### config.mk
export PLATFORM = sky130hd
export DESIGN_NAME = speed2phase
export DESIGN_NICKNAME = d
export VERILOG_FILES = /design/src/rtl/speed2phase.sv
export SDC_FILE = /design/constraint.sdc
export NUM_CORES = 1
export LEC_CHECK = 0
export CORE_AREA = 2 2 135 137
export DETAILED_ROUTE_END_ITERATION = 6
export DIE_AREA = 0 0 137 139
export DONT_BUFFER_PORTS = 1
export GPL_TIMING_DRIVEN = 1
export HOLD_SLACK_MARGIN = 0.02
export PLACE_DENSITY = 0.83
export SYNTH_ARGS = -nofsm -noshare
export SYNTH_HDL_FRONTEND = slang
export SYNTH_SLANG_ARGS = --single-unit
### constraint.sdc
create_clock -name clock -period 5.7 [get_ports clock]
set_input_delay 0 -clock clock [delete_from_list [all_inputs] [get_ports clock]]
set_output_delay 0 -clock clock [all_outputs]
set_load 0.05 [all_outputs]
### src/rtl/speed2phase.sv
// Speed-to-phase synthesizer: Q5.10 speed * GAIN -> wrapped Q2.16 phase stream, 2^N samples per load.
// Latency: load->RUN 18 cycles, sample->phase/ready 1 cycle; no backpressure, samples outside RUN are dropped.
module speed2phase #(
  parameter int          N    = 6,
  parameter logic [15:0] GAIN = 16'h0100,
  parameter int          PI   = 205887
) (
  input  logic        clock,
  input  logic        reset,
  input  logic        load,
  input  logic [15:0] speed,
  input  logic        sample,
  output logic [18:0] phase,
  output logic        ready,
  output logic        busy,
  output logic        done
);

  typedef enum logic [1:0] {IDLE, MULT, SCALE, RUN} state_t;

  localparam logic signed [19:0] PI20     = 20'(PI);
  localparam logic signed [19:0] TWO_PI20 = 20'(2 * PI);
  localparam logic signed [32:0] DMAX     = 33'(PI - 1);
  localparam logic [N:0]         BURST    = {1'b1, {N{1'b0}}};

  state_t state, state_nx;

  logic               sign_q, sign_nx;
  logic [16:0]        mag_q, mag_nx;
  logic [31:0]        prod_q, prod_nx;
  logic [3:0]         cnt_q, cnt_nx;
  logic [N:0]         scnt_q, scnt_nx;
  logic signed [18:0] delta_q, delta_nx;
  logic signed [18:0] acc_q, acc_nx;
  logic [18:0]        phase_nx;
  logic               ready_nx, done_nx, busy_nx;

  logic signed [32:0] sprod, shifted;
  logic signed [19:0] sum, wrapped;

  always_ff @(posedge clock) begin
    if (reset) begin
      state   <= IDLE;
      sign_q  <= 1'b0;
      mag_q   <= '0;
      prod_q  <= '0;
      cnt_q   <= '0;
      scnt_q  <= '0;
      delta_q <= '0;
      acc_q   <= '0;
      phase   <= '0;
      ready   <= 1'b0;
      busy    <= 1'b0;
      done    <= 1'b0;
    end else begin
      state   <= state_nx;
      sign_q  <= sign_nx;
      mag_q   <= mag_nx;
      prod_q  <= prod_nx;
      cnt_q   <= cnt_nx;
      scnt_q  <= scnt_nx;
      delta_q <= delta_nx;
      acc_q   <= acc_nx;
      phase   <= phase_nx;
      ready   <= ready_nx;
      busy    <= busy_nx;
      done    <= done_nx;
    end
  end

  always_comb begin
    state_nx = state;
    sign_nx  = sign_q;
    mag_nx   = mag_q;
    prod_nx  = prod_q;
    cnt_nx   = cnt_q;
    scnt_nx  = scnt_q;
    delta_nx = delta_q;
    acc_nx   = acc_q;
    phase_nx = phase;
    ready_nx = 1'b0;
    done_nx  = 1'b0;
    sprod    = '0;
    shifted  = '0;
    sum      = '0;
    wrapped  = '0;

    case (state)
      IDLE: begin
        if (load) begin
          sign_nx  = speed[15];
          // Sign-extend then negate so -32768 yields a magnitude of 32768.
          mag_nx   = speed[15] ? (17'd0 - {speed[15], speed}) : {1'b0, speed};
          prod_nx  = '0;
          cnt_nx   = '0;
          state_nx = MULT;
        end
      end

      MULT: begin
        if (GAIN[cnt_q]) prod_nx = prod_q + (32'(mag_q) << cnt_q);
        cnt_nx = cnt_q + 4'd1;
        if (cnt_q == 4'd15) state_nx = SCALE;
      end

      SCALE: begin
        sprod   = sign_q ? -$signed({1'b0, prod_q}) : $signed({1'b0, prod_q});
        shifted = sprod >>> 2;
        if (shifted > DMAX)       delta_nx = 19'(DMAX);
        else if (shifted < -DMAX) delta_nx = 19'(-DMAX);
        else                      delta_nx = 19'(shifted);
        acc_nx   = '0;
        scnt_nx  = '0;
        state_nx = RUN;
      end

      RUN: begin
        if (scnt_q == BURST) begin
          done_nx  = 1'b1;
          state_nx = IDLE;
        end else if (sample) begin
          sum = 20'(acc_q) + 20'(delta_q);
          if (sum >= PI20)       wrapped = sum - TWO_PI20;
          else if (sum < -PI20)  wrapped = sum + TWO_PI20;
          else                   wrapped = sum;
          acc_nx   = 19'(wrapped);
          phase_nx = 19'(wrapped);
          ready_nx = 1'b1;
          scnt_nx  = scnt_q + 1'b1;
        end
      end

      default: state_nx = IDLE;
    endcase

    busy_nx = (state_nx != IDLE);
  end

endmodule

==> implementation parameters, run 1 <==
Parameter                              Value

Status
  Result of the run    finished clean

Synth
  Number of synthesized flops with an enable pin    0
  Synth Instances    1385
  Async SR Flop Fraction    0%
  Area share of the largest cell type after synthesis    23.86%
  Share of the yosys chip area belonging to registers    23.86%
  Biggest area contributors in the synthesized netlist    sky130_fd_sc_hd__dfxtp_1 (24%), sky130_fd_sc_hd__ha_1 (6.7%), sky130_fd_sc_hd__nand2_1 (5.3%), sky130_fd_sc_hd__nor2_1 (5.2%), sky130_fd_sc_hd__a21oi_1 (4.4%)
  Summed instance area of the synthesized netlist    10400 sq um
  Avg Cell Area, Syn    7.513 sq um
  Post-Syn Nets    1463
  Yosys warns    0
  Main synth FF type    sky130_fd_sc_hd__dfxtp_1
  Count of state elements after synthesis    124
  Post-synth top area cell    sky130_fd_sc_hd__dfxtp_1
  Number of unique standard cell types used by synthesis    80

Route
  Average wire per standard cell    17.98 um
  Iter 0 DRT Violations    904
  Via count    10462
  DRC violation count after routing    0
  Routed wire length    28860 um
  Avg Vias per Cell    6.518
  Number of antenna-violating nets in the routed design    0
  Length of the first detailed-routing pass in iterations    5

Clocking
  Number of sinks on the clock net    124
  Worst-skew pair later-pin latency    0.42 ns
  Post-CTS Resized    0
  Worst-path clk slew    0.06 ns
  Clock Tree Buf Depth    2
  Number of post-CTS setup repair buffers    0
  CTS tree    done
  Clock tree root driver cell    sky130_fd_sc_hd__clkbuf_16
  Total clock buffers created by CTS    17
  Hold-fix buffer count after cts    31
  Maximum level of the CTS H-tree    4

Global routing
  Antenna violations before repair    0
  GRT Resource Usage Total    30.40%
  Sum of overflow across all layers after global routing    0
  Via count of the first global-routing pass    9902
  Wire length of the first global-routing pass    47580 um
  Pin count of the biggest net entering global routing    76

Die
  Die footprint    19040 sq um
  Effective utilization at floorplan    58.93%
  Horizontal extent of the die    137 um
  Boundary Pins    42
  Standard-cell rows    49
  Vertical die dimension    139 um
  Placeable core region    17660 sq um

Critical path
  CP max stage cell    sky130_fd_sc_hd__a2111oi_0
  Setup crit start    delta_q[0]
  Gate family responsible for the most delay along the worst path    compound AO/OA/AOI/OAI gates
  Count of buffer and inverter cells on the critical path    3
  CP dominant cell by count    sky130_fd_sc_hd__buf_4
  Critical Path Sink Type    register
  Largest fanout of any net on the critical path    16
  Largest stage delay on the critical path    0.66 ns
  Source of the worst register-to-register timing path    delta_q[0]
  Worst Setup Path Type    reg2reg
  Arrival time at the worst endpoint    5.17 ns
  Critical Path Start Type    register
  CP cell instances    ha_1 -> fa_1 -> a211oi_1 -> buf_4 -> o21ai_0 -> a2111oi_0 -> o31ai_1 -> xor2_1 -> buf_4 -> a2111o_1 -> o211ai_1 -> buf_4 -> a31oi_1 -> or4_1 -> nand3_1
  Required @ worst endpoint    6.07 ns

Job
  Max-cap violation count    0

Timing
  Setup skew after layout    0.006310 ns
  Unrepaired setup endpoints after global routing    no
  Fmax achieved    208.3 MHz
  Max-slew violation total from the final report    0
  Final worst-path cycle share    84.21%
  Least setup slack across all paths after layout    0.8999 ns
  Slew @ Worst Pin    0.9056 ns
  Final count of negative-setup-slack endpoints    0
  Hold violation total from the final report    0
  TNS Setup    0 ns
  Time the worst path needs with I/O delays and setup    4.800 ns
  Max transition margin    39.63%

Finish
  Number of nets in the final layout    1441
  Count of inserted antenna diode cells    0
  Final instance area    11350 sq um
  Layout overhead on the synthesized area    9.103%
  Ratio of cells with drive above 1 in the final layout    7.703%
  Final standard cell count with taps included and fillers excluded    1605

Pwr
  Worst vdd ir    0.2057 mV
  Power per unit of standard cell area    195.1 nW/um^2
  Internal cell power    1597 uW
  Comb pwr share    10.1%
  Fraction of power consumed by the clock network    49.5%
  Leakage Power    0.004780 uW
  Psw    617.2 uW
  Fraction of power spent switching nets    27.88%
  Sequential cell fraction of total power    40.4%

Placement
  Final GP Congestion    0.9963
  Placed inst area    10440 sq um
  Total of buffers placed on input and output ports    0
  Estimated wirelength of the detail-placed design    20850 um
  Cell count after placement    1542
  Worst setup slack before clock tree synthesis    1.083 ns

Min path
  Worst min-delay path class    in2reg
  Worst hold start    speed[1]
## cell type report
type	instances	area, sq um
Tap cell	229	286.5
Clock buffer	18	439.2
Timing Repair Buffer	50	470.5
Sequential cell	124	2482
Clock inverter	14	146.4
Inverter	26	97.59
Fill cell	1484	6305
Multi-Input combinational cell	1144	7430
## cell usage in the layout (no fill, tap or decap), types with 16 or more instances in the layout
cell	count
sky130_fd_sc_hd__nand2_1	148
sky130_fd_sc_hd__mux2i_1	24
sky130_fd_sc_hd__nor2b_1	18
sky130_fd_sc_hd__or2_2	22
sky130_fd_sc_hd__xnor2_1	30
sky130_fd_sc_hd__o211ai_1	23
sky130_fd_sc_hd__dlygate4sd3_1	30
sky130_fd_sc_hd__clkbuf_16	17
sky130_fd_sc_hd__inv_1	26
sky130_fd_sc_hd__ha_1	56
sky130_fd_sc_hd__a211oi_1	31
sky130_fd_sc_hd__a22oi_1	25
sky130_fd_sc_hd__o21ai_0	60
sky130_fd_sc_hd__nand2b_1	21
sky130_fd_sc_hd__a21o_1	28
sky130_fd_sc_hd__nand3_1	49
sky130_fd_sc_hd__nor2_1	144
sky130_fd_sc_hd__buf_4	19
sky130_fd_sc_hd__a21oi_1	91
sky130_fd_sc_hd__xor2_1	43
sky130_fd_sc_hd__nor3_1	27
sky130_fd_sc_hd__nand4_1	16
sky130_fd_sc_hd__or3_1	26
sky130_fd_sc_hd__a31oi_1	20
sky130_fd_sc_hd__dfxtp_1	124
sky130_fd_sc_hd__o31ai_1	18
## sequential cells by signal (all words and copies together) (netlist names), named ones only
name,cells
phase,19
prod_q,32
delta_q,19
ready,1
sign_q,1
acc_q,19
busy,1
cnt_q,4
scnt_q,7
state,2
mag_q,17
done,1
## power by group through the flow
stage / clock, uW / combinational, uW / sequential, uW
after CTS: 1100 / 218 / 893
after floorplan: 0 / 162 / 905
after global placement: 0 / 181 / 912
final: 1100 / 224 / 894
after detailed placement: 0 / 186 / 913
after global routing: 1140 / 245 / 895
## cell usage after synthesis, types with 5 or more instances
cell	n
sky130_fd_sc_hd__a211o_1	5
sky130_fd_sc_hd__a211oi_1	31
sky130_fd_sc_hd__a211oi_2	6
sky130_fd_sc_hd__a21o_1	28
sky130_fd_sc_hd__a21oi_1	91
sky130_fd_sc_hd__a22o_1	13
sky130_fd_sc_hd__a22oi_1	25
sky130_fd_sc_hd__a31oi_1	20
sky130_fd_sc_hd__a32o_1	7
sky130_fd_sc_hd__a32oi_1	5
sky130_fd_sc_hd__and2_1	14
sky130_fd_sc_hd__and3_1	14
sky130_fd_sc_hd__buf_1	10
sky130_fd_sc_hd__clkbuf_1	72
sky130_fd_sc_hd__dfxtp_1	124
sky130_fd_sc_hd__ha_1	56
sky130_fd_sc_hd__inv_1	26
sky130_fd_sc_hd__mux2_2	9
sky130_fd_sc_hd__mux2i_1	24
sky130_fd_sc_hd__nand2_1	148
sky130_fd_sc_hd__nand2_2	6
sky130_fd_sc_hd__nand2b_1	21
sky130_fd_sc_hd__nand3_1	49
sky130_fd_sc_hd__nand4_1	16
sky130_fd_sc_hd__nor2_1	144
sky130_fd_sc_hd__nor2b_1	18
sky130_fd_sc_hd__nor3_1	27
sky130_fd_sc_hd__nor3b_1	5
sky130_fd_sc_hd__nor4_1	7
sky130_fd_sc_hd__o211ai_1	23
sky130_fd_sc_hd__o21a_1	12
sky130_fd_sc_hd__o21ai_0	60
sky130_fd_sc_hd__o21bai_1	10
sky130_fd_sc_hd__o22ai_1	12
sky130_fd_sc_hd__o31ai_1	18
sky130_fd_sc_hd__o41ai_1	8
sky130_fd_sc_hd__or2_2	22
sky130_fd_sc_hd__or3_1	26
sky130_fd_sc_hd__or4_1	15
sky130_fd_sc_hd__xnor2_1	30
sky130_fd_sc_hd__xor2_1	43
## stage by stage
step	power (uW)	hold slack [ns]	util [%]
2_1_floorplan	1067	0.1360	-
3_3_place_gp	1093	0.08360	59.12
3_5_place_dp	1099	0.09061	59.12
4_1_cts	2214	0.02269	64.29
5_1_grt	2283	0.09119	64.29
6_report	2214	0.07492	64.29
## routing by layer
| metal | wire length (um) | GRT usage (%) | vias up | share of wire, % |
|---|---|---|---|---|
| li1 | - | - | 5089 | - |
| met1 | 12390 | 37.93 | 4895 | 43 |
| met2 | 13640 | 51.24 | 398 | 47 |
| met3 | 1754 | 5.446 | 80 | 6.1 |
| met4 | 1078 | 12.43 | 0 | 3.7 |
| met5 | 0 | 0 | - | 0 |
## worst reg2reg max path, cell delays in order, from the launching register on
cell,delay [ns]
sky130_fd_sc_hd__dfxtp_1,0.36
sky130_fd_sc_hd__ha_1,0.28
sky130_fd_sc_hd__fa_1,0.44
sky130_fd_sc_hd__a211oi_1,0.24
sky130_fd_sc_hd__buf_4,0.18
sky130_fd_sc_hd__o21ai_0,0.19
sky130_fd_sc_hd__a2111oi_0,0.66
sky130_fd_sc_hd__o31ai_1,0.22
sky130_fd_sc_hd__xor2_1,0.18
sky130_fd_sc_hd__buf_4,0.22
sky130_fd_sc_hd__a2111o_1,0.38
sky130_fd_sc_hd__o211ai_1,0.37
sky130_fd_sc_hd__buf_4,0.29
sky130_fd_sc_hd__a31oi_1,0.07
sky130_fd_sc_hd__or4_1,0.54
sky130_fd_sc_hd__nand3_1,0.10
## cells by family (layout without fill, tap and decap cells)
family | count (synthesis) | after routing | synth area share [%]
muxes | 35 | 35 | 3.716
xor gates and xnor gates | 73 | 73 | 6.145
AOI/OAI and AO/OA | 420 | 420 | 27.84
DFF | 124 | 124 | 23.86
buffers and inverters | 117 | 108 | 4.738
and+or+nand+nor | 558 | 558 | 26.59
adders and majority gates | 58 | 58 | 7.119
## final timing paths
kind	endpoint	slack [ns]	depth (start not counted)
worst max-delay path	acc_q[11]	0.90	15
worst min-delay path	mag_q[1]	0.07	4
worst max register to register	acc_q[11]	0.90	15
worst min register to register	acc_q[18]	0.48	1
(Power assumes the default switching activity.)
==> run 2: changes to the inputs <==
Settings changed: ABC_AREA from default to 1, CORE_AREA 2 2 135 137 to 2 2 140 142, DIE_AREA 0 0 137 139 to 0 0 142 144.
Clock period 5.7 ns to 4.65 ns, I/O delays scaled along.
==> run 2 against run 1 <==
Net effect: sequential share of layout area fell by 1.6 points; final cell count rose by 35%; synthesized cell count rose by 39%; worst hold slack got worse by 0.024 ns; clock power rose by 21%; cell area rose by 7.8%; combinational power rose by 54%; power rose by 25%; non-clock buffer count fell by 10; maximum frequency rose by 21%; via count rose by 18%; sequential power rose by 23%; critical path type unchanged.
==> implementation parameters, run 2 <==
Parameter                              Value

Global routing
  Wire length of the first global-routing pass    52320 um (+9.9%)
  Via count of the first global-routing pass    11079 (+12%)
  Sum of overflow across all layers after global routing    0 (unchanged)
  Pin count of the biggest net entering global routing    93 (+22%)
  Antenna violations before repair    0 (unchanged)
  GRT Resource Usage Total    31.46% (+1.1 points)

Timing
  Slew @ Worst Pin    1.026 ns (+0.1203 ns)
  Unrepaired setup endpoints after global routing    no
  Max-slew violation total from the final report    0 (unchanged)
  Final worst-path cycle share    85.12% (+0.91 points)
  Max transition margin    31.53% (-8.1 points)
  Fmax achieved    252.7 MHz (+21%)
  Setup skew after layout    0.01028 ns (+0.003969 ns)
  Time the worst path needs with I/O delays and setup    3.958 ns (-0.8420 ns)
  Hold violation total from the final report    0 (unchanged)
  TNS Setup    0 ns (unchanged)
  Final count of negative-setup-slack endpoints    0 (unchanged)

Critical path
  Arrival time at the worst endpoint    4.27 ns (-0.90 ns)
  CP cell instances    ha_1 -> fa_1 -> nand2_2 -> nand2_2 -> nand3_1 -> nand2_2 -> xnor2_2 -> nor2_2 -> nand2_1 -> nand2_1 -> nand2_1 -> nand2_1 -> nand2_1 -> nand2_1 -> nand2_2 -> nand3_1 -> nand2_1 -> nand2_1 -> nand3_1 -> a21oi_1 -> dlygate4sd3_1
  Setup crit start    delta_q[0]
  Critical Path Start Type    register
  Source of the worst register-to-register timing path    delta_q[0]
  Worst Setup Path Type    reg2reg
  CP dominant cell by count    sky130_fd_sc_hd__nand2_1
  Required @ worst endpoint    4.97 ns (-1.10 ns)
  Largest fanout of any net on the critical path    14 (-2)
  CP max stage cell    sky130_fd_sc_hd__dlygate4sd3_1
  Critical Path Sink Type    register
  Register-to-register setup slack    0.69 ns (-0.21 ns)
  Largest stage delay on the critical path    0.57 ns (-0.09 ns)
  Gate family responsible for the most delay along the worst path    simple AND/OR/NAND/NOR gates
  Count of buffer and inverter cells on the critical path    1 (-2)

Synth
  Avg Cell Area, Syn    5.833 sq um (-22%)
  Yosys warns    0 (unchanged)
  Area fraction in and, or, nand and nor cells after synthesis    42.53% (+16 points)
  Summed instance area of the synthesized netlist    11200 sq um (+7.7%)
  Largest family of logic cells by synthesized area    simple AND/OR/NAND/NOR gates
  Main synth FF type    sky130_fd_sc_hd__dfxtp_1
  Most frequent cells after synthesis    sky130_fd_sc_hd__nand2_1 (601), sky130_fd_sc_hd__inv_1 (218), sky130_fd_sc_hd__nor2_1 (179)
  Post-synthesis adder-cell area fraction    6.611% (-0.51 points)
  Async SR Flop Fraction    0% (unchanged)
  Area share of the largest cell type after synthesis    22.16% (-1.7 points)
  Synth Instances    1921 (+39%)
  Mux contribution to synthesized area    0.08934% (-3.6 points)
  Compound-Gate Fraction of Synth Area    15.73% (-12 points)
  Post-synth top area cell    sky130_fd_sc_hd__dfxtp_1
  Number of synthesized flops with an enable pin    0 (unchanged)
  Synth Area in XOR/XNOR    2.781% (-3.4 points)
  Post-Syn Nets    1999 (+37%)
  Library cell with the highest instance count after synthesis    sky130_fd_sc_hd__nand2_1
  Number of unique standard cell types used by synthesis    55 (-31%)
  Share of the yosys chip area belonging to registers    22.16% (-1.7 points)
  Biggest area contributors in the synthesized netlist    sky130_fd_sc_hd__dfxtp_1 (22%), sky130_fd_sc_hd__nand2_1 (20%), sky130_fd_sc_hd__nand3_1 (7.5%), sky130_fd_sc_hd__inv_1 (7.3%), sky130_fd_sc_hd__ha_1 (6.3%)
  Count of state elements after synthesis    124 (unchanged)

Clocking
  CTS tree    done
  Worst-skew pair later-pin latency    0.43 ns (about the same)
  Worst-path clk slew    0.06 ns (about the same)
  Clock tree root driver cell    sky130_fd_sc_hd__clkbuf_16
  Total clock buffers created by CTS    17 (unchanged)
  Maximum level of the CTS H-tree    4 (unchanged)
  Number of sinks on the clock net    124 (unchanged)
  Clock Tree Buf Depth    2 (unchanged)

Die
  Placeable core region    19080 sq um (+8.1%)
  Standard-cell rows    51 (+4.1%)
  Boundary Pins    42 (unchanged)
  Effective utilization at floorplan    58.73% (-0.20 points)
  Vertical die dimension    144 um (+3.6%)
  Die footprint    20450 sq um (+7.4%)
  Horizontal extent of the die    142 um (+3.6%)

Finish
  Most common library cell in the layout ignoring fill and taps    sky130_fd_sc_hd__nand2_1
  Flip-flop count of the largest register, all copies and words added    32 (unchanged)
  Final core area utilization    64.12% (-0.18 points)
  Final instance area    12230 sq um (+7.8%)
  Count of inserted antenna diode cells    0 (unchanged)
  Reg with most FFs    prod_q
  Ratio of cells with drive above 1 in the final layout    7.335% (-0.37 points)
  Final standard cell count with taps included and fillers excluded    2174 (+35%)
  Most used cells in the layout excluding fill and tap cells    sky130_fd_sc_hd__nand2_1 (601), sky130_fd_sc_hd__inv_1 (218), sky130_fd_sc_hd__nor2_1 (178), sky130_fd_sc_hd__nand3_1 (168), sky130_fd_sc_hd__a21oi_1 (136)
  Number of nets in the final layout    2001 (+39%)
  Layout overhead on the synthesized area    9.179% (about the same)

Placement
  Placed inst area    11320 sq um (+8.4%)
  Cell count after placement    2111 (+37%)
  Total of buffers placed on input and output ports    0 (unchanged)
  Final GP Congestion    0.9704 (-2.6%)
  Estimated wirelength of the detail-placed design    24080 um (+15%)

Pwr
  Power per unit of standard cell area    226.2 nW/um^2 (+16%)
  Fraction of power spent switching nets    28.83% (+0.95 points)
  Comb pwr share    12.5% (+2.4 points)
  Worst vdd ir    0.2666 mV (+30%)
  Leakage Power    0.005959 uW (+25%)
  Psw    797.8 uW (+29%)
  Fraction of power consumed by the clock network    47.9% (-1.6 points)
  Sequential cell fraction of total power    39.6% (-0.8 points)
  Internal cell power    1969 uW (+23%)

Route
  Avg Vias per Cell    5.667 (-13%)
  DRC violation count after routing    0 (unchanged)
  Routed wire length    32290 um (+12%)
  Average wire per standard cell    14.85 um (-17%)
  Length of the first detailed-routing pass in iterations    5 (unchanged)
  Via count    12320 (+18%)
  Number of antenna-violating nets in the routed design    0 (unchanged)
  Iter 0 DRT Violations    920 (+1.8%)

Status
  Result of the run    finished clean

Job
  Max-cap violation count    0 (unchanged)

Min path
  Worst min-delay path class    in2reg
  Worst hold start    speed[6]
-- run 2: changes by cell type in the layout (fill, tap and decap cells not counted), sizes merged, moves of 22 or more --
cell,delta
a211oi,-33
nor2,+48
inv,+202
nand2,+484
xnor2,-22
mux2i,-23
a22oi,-25
o21ai,+57
or3,-26
nand3,+130
a21oi,+47
a21o,-28
-- run 2: cell families (layout without fill, tap and decap cells) --
logic type                 count (synthesis)  after routing
muxes                                      1              1
DFF                                      124            124
xor gates and xnor gates                  33             33
AOI/OAI and AO/OA                        319            319
buffers and inverters                    291            306
and+or+nand+nor                         1095           1095
adders and majority gates                 58             58
-- run 2: worst register-to-register path, cell delays in order (launching register included) --
cell and delay, ns:
sky130_fd_sc_hd__dfxtp_1 0.31, sky130_fd_sc_hd__ha_1 0.28, sky130_fd_sc_hd__fa_1 0.52, sky130_fd_sc_hd__nand2_2 0.11
sky130_fd_sc_hd__nand2_2 0.08, sky130_fd_sc_hd__nand3_1 0.12, sky130_fd_sc_hd__nand2_2 0.12, sky130_fd_sc_hd__xnor2_2 0.39
sky130_fd_sc_hd__nor2_2 0.12, sky130_fd_sc_hd__nand2_1 0.11, sky130_fd_sc_hd__nand2_1 0.07, sky130_fd_sc_hd__nand2_1 0.06
sky130_fd_sc_hd__nand2_1 0.06, sky130_fd_sc_hd__nand2_1 0.06, sky130_fd_sc_hd__nand2_1 0.06, sky130_fd_sc_hd__nand2_2 0.27
sky130_fd_sc_hd__nand3_1 0.14, sky130_fd_sc_hd__nand2_1 0.11, sky130_fd_sc_hd__nand2_1 0.05, sky130_fd_sc_hd__nand3_1 0.15
sky130_fd_sc_hd__a21oi_1 0.09, sky130_fd_sc_hd__dlygate4sd3_1 0.57
-- run 2: stage by stage --
step | power (uW) | setup slack [ns] | hold slack [ns]
after floorplan | 1363 | 1.289 | 0.1538
final | 2767 | 0.6920 | 0.05059
after detailed placement | 1409 | 0.9681 | 0.07743
after global placement | 1403 | 1.028 | 0.07833
after global routing | 2857 | 0.4063 | 0.1170
after CTS | 2757 | 0.7565 | 0.02110
-- run 2: final cells by class --
cell class,count,area (sq um)
sequential,124,2482
clock buffer,19,452.9
multi-input combinational,1506,7594
clock inverter,13,132.6
inverter,234,878.3
timing repair buffer,40,395.4
tap,238,297.8
fill,1741,6847
-- run 2: path summary, 6_finish.rpt --
check	endpoint	cells past startpoint
setup / recovery	acc_q[16]	21
hold reg to reg	delta_q[14]	2
setup reg to reg	acc_q[16]	21
hold / removal	mag_q[9]	6
-- run 2: power by group through the flow --
stage	registers [uW]	clock network [uW]	logic (uW)
6_report	1100	1330	345
5_1_grt	1100	1380	384
4_1_cts	1100	1330	335
3_5_place_dp	1120	0	290
3_3_place_gp	1120	0	284
2_1_floorplan	1110	0	249
-- run 2: routing by layer --
layer	track usage (%)	wire length, um	vias to the layer above
met4	16.37	1549	0
li1	-	-	6271
met1	38.44	13610	5523
met3	4.735	1776	101
met5	0	0	-
met2	53.80	15350	425
-- run 2: timing repair --
action | 4_1_cts | 5_1_grt
buffers inserted | 0 | 0
endpoints found under the hold margin | 119 | 0
hold buffers | 31 | 0
resized for setup | 0 | 0
==> run 3: changes to the inputs <==
Settings changed: CORE_AREA 2 2 140 142 to 2 2 146 148, DIE_AREA 0 0 142 144 to 0 0 148 150, PLACE_DENSITY 0.83 to 0.78.
Clock period 4.65 ns to 4.3 ns, I/O delays scaled along.
==> run 3 against run 2 <==
Net effect: global-route usage decreased by 3.0 points; die area increased by 8.6%; critical path type unchanged; clock skew increased by 0.0020 ns; final cell count increased by 1.7%; critical path depth decreased by 2; first-iteration DRC count decreased by 2.5%; largest cell class unchanged; worst setup slack got worse by 0.17 ns; routed wire length decreased by 0.63%.
==> implementation parameters, run 3 (synthesis gave the netlist of run 2 again) <==
Parameter                              Value

Status
  Result of the run    finished clean

Timing
  Time the worst path needs with I/O delays and setup    3.782 ns (-0.1763 ns)
  Final worst-path cycle share    87.95% (+2.8 points)
  Slew @ Worst Pin    1.180 ns (+0.1540 ns)
  Hold violation total from the final report    0 (unchanged)
  Fmax achieved    264.4 MHz (+4.7%)
  Max transition margin    21.26% (-10 points)
  Unrepaired setup endpoints after global routing    no
  Setup skew after layout    0.01232 ns (+0.002039 ns)
  Final count of negative-setup-slack endpoints    0 (unchanged)
  Max-slew violation total from the final report    0 (unchanged)
  TNS Setup    0 ns (unchanged)

Pwr
  Leakage Power    0.005966 uW (+0.12%)
  Worst vdd ir    0.2448 mV (-8.2%)
  Comb pwr share    12.5% (about the same)
  Fraction of power consumed by the clock network    47.9% (about the same)
  Power per unit of standard cell area    243.7 nW/um^2 (+7.7%)
  Psw    870.0 uW (+9.0%)
  Sequential cell fraction of total power    39.6% (about the same)
  Fraction of power spent switching nets    29.05% (+0.22 points)
  Internal cell power    2125 uW (+7.9%)

Critical path
  Worst Setup Path Type    reg2reg
  Critical Path Start Type    register
  Arrival time at the worst endpoint    4.07 ns (-0.20 ns)
  Register-to-register setup slack    0.52 ns (-0.17 ns)
  Source of the worst register-to-register timing path    cnt_q[0]
  Critical Path Sink Type    register
  Largest fanout of any net on the critical path    15 (+1)
  Required @ worst endpoint    4.59 ns (-0.38 ns)
  Count of cells along the worst register-to-register path    19 (-9.5%)
  Terminus of the critical flop-to-flop path    prod_q[23]

Finish
  Final instance area    12290 sq um (+0.46%)
  Filler cell count    1993 (+14%)
  Register area    2484 sq um (about the same)
  Layout overhead on the synthesized area    9.682%
  Reg with most FFs    prod_q
  Most used cells in the layout excluding fill and tap cells    sky130_fd_sc_hd__nand2_1 (601), sky130_fd_sc_hd__inv_1 (217), sky130_fd_sc_hd__nor2_1 (178), sky130_fd_sc_hd__nand3_1 (168), sky130_fd_sc_hd__a21oi_1 (136)
  Number of nets in the final layout    2002 (+0.050%)
  Area used by multi-input combinational logic    7594 sq um (unchanged)
  Most common library cell in the layout ignoring fill and taps    sky130_fd_sc_hd__nand2_1
  Flip-flop count of the largest register, all copies and words added    32 (unchanged)
  Count of inserted antenna diode cells    0 (unchanged)
  Ratio of cells with drive above 1 in the final layout    7.537% (+0.20 points)

Clocking
  Maximum level of the CTS H-tree    4 (unchanged)
  Number of post-CTS setup repair buffers    0 (unchanged)
  Clock Tree Buf Depth    2 (unchanged)
  Clock tree root driver cell    sky130_fd_sc_hd__clkbuf_16
  Total clock buffers created by CTS    17 (unchanged)
  Worst-skew pair later-pin latency    0.42 ns (about the same)
  Number of sinks on the clock net    124 (unchanged)
  Worst-path clk slew    0.07 ns (about the same)
  CTS tree    done

Die
  Vertical die dimension    150 um (+4.2%)
  Die footprint    22200 sq um (+8.6%)
  Placeable core region    20690 sq um (+8.4%)
  Standard-cell rows    53 (+3.9%)
  Horizontal extent of the die    148 um (+4.2%)
  Boundary Pins    42 (unchanged)
  Effective utilization at floorplan    54.15% (-4.6 points)

Global routing
  Pin count of the biggest net entering global routing    93 (unchanged)
  Busiest layer in global routing    met2
  Wire length of the first global-routing pass    51850 um (-0.90%)
  Met3 Resource Use GR    3.994% (-0.74 points)
  GRT Resource Usage Total    28.47% (-3.0 points)
  Global-route met1 utilization    35.45% (-3.0 points)
  Sum of overflow across all layers after global routing    0 (unchanged)
  Via count of the first global-routing pass    10959 (-1.1%)
  Antenna violations before repair    0 (unchanged)
  Global routing met2 resource utilization    48.54% (-5.3 points)

Route
  Routed wire length    32090 um (-0.63%)
  Length of the first detailed-routing pass in iterations    5 (unchanged)
  Number of antenna-violating nets in the routed design    0 (unchanged)
  Via count    12205 (-0.93%)
  Iter 0 DRT Violations    897 (-2.5%)
  DRC violation count after routing    0 (unchanged)
  Avg Vias per Cell    5.518 (-2.6%)
  Average wire per standard cell    14.51 um (-2.3%)

Placement
  Final GP Congestion    0.9866 (+1.7%)
  Placed inst area    11370 sq um (+0.48%)
  Total of buffers placed on input and output ports    0 (unchanged)
  Estimated wirelength of the detail-placed design    23990 um (-0.37%)

Min path
  Cell depth of the worst hold path    6 (unchanged)
  Worst Hold Endpoint    mag_q[9]
  Worst min-delay path class    in2reg
  Worst hold start    speed[6]

Job
  Max-cap violation count    0 (unchanged)
[run 3: area by class of cell]
type / instances / area share [%]
Timing Repair inverter: 1 / 0.06109
Multi-Input combinational cell: 1506 / 61.79
Tap cell: 275 / 2.800
Clock inverter: 14 / 1.191
Sequential cell: 124 / 20.21
Timing Repair Buffer: 40 / 3.197
Clock buffer: 18 / 3.574
Inverter: 234 / 7.178
[run 3: what timing repair did]
action / 4_1_cts / 5_1_grt
setup endpoints to repair: 0 / 2
endpoints found under the hold margin: 119 / 0
hold buffers: 30 / 0
gates resized for setup: 0 / 3
[run 3: how the worst max path moves through the flow]
stage | slack [ns] | startpoint | endpoint | cells past startpoint
finish | 0.52 | cnt_q[0] | prod_q[23] | 19
CTS | 0.48 | cnt_q[2] | prod_q[23] | 16
floorplan | 0.94 | cnt_q[1] | prod_q[23] | 20
global route | 0.10 | cnt_q[0] | prod_q[30] | 23
detailed placement | 0.53 | cnt_q[2] | prod_q[23] | 16
global placement | 0.61 | cnt_q[2] | prod_q[30] | 18
[run 3: worst max-delay path, cell delays in order (launching register included)]
cell and delay [ns]:
sky130_fd_sc_hd__dfxtp_1 0.31, sky130_fd_sc_hd__inv_1 0.32, sky130_fd_sc_hd__o21ai_0 0.21, sky130_fd_sc_hd__nand2_1 0.08
sky130_fd_sc_hd__o21ai_0 0.12, sky130_fd_sc_hd__nand2_1 0.08, sky130_fd_sc_hd__o21ai_0 0.11, sky130_fd_sc_hd__nand2_1 0.08
sky130_fd_sc_hd__o21ai_0 0.15, sky130_fd_sc_hd__ha_1 0.39, sky130_fd_sc_hd__a21oi_1 0.23, sky130_fd_sc_hd__nor2_1 0.06
sky130_fd_sc_hd__nor2_1 0.08, sky130_fd_sc_hd__a21boi_0 0.32, sky130_fd_sc_hd__o21ai_0 0.19, sky130_fd_sc_hd__a21boi_0 0.34
sky130_fd_sc_hd__o21ai_0 0.16, sky130_fd_sc_hd__or2_2 0.29, sky130_fd_sc_hd__nand3_1 0.07, sky130_fd_sc_hd__a21oi_1 0.06
[run 3: per-layer routing]
layer / vias up / share of wire (%)
met1: 5466 / 43
met2: 391 / 46
li1: 6273 / -
met4: 0 / 4.5
met3: 75 / 5.7
met5: - / 0
[run 3: power by group through the flow]
stage / registers [uW] / clock network [uW] / logic (uW)
2_1_floorplan: 1200 / 0 / 269
3_3_place_gp: 1210 / 0 / 313
3_5_place_dp: 1210 / 0 / 318
4_1_cts: 1180 / 1440 / 367
5_1_grt: 1190 / 1490 / 415
6_report: 1190 / 1440 / 374
[run 3: per-stage QoR]
| stage | instances | power (uW) | hold WS, ns | util (%) | setup slack [ns] |
|---|---|---|---|---|---|
| floorplan | 1921 | 1474 | 0.1538 | - | 0.9391 |
| global placement | 2149 | 1523 | 0.07861 | 54.97 | 0.6128 |
| detailed placement | 2149 | 1528 | 0.08061 | 54.97 | 0.5269 |
| CTS | 2211 | 2990 | 0.03990 | 59.34 | 0.4814 |
| global route | 2212 | 3094 | 0.1249 | 59.40 | 0.1017 |
| finish | 2212 | 2995 | 0.04913 | 59.40 | 0.5183 |
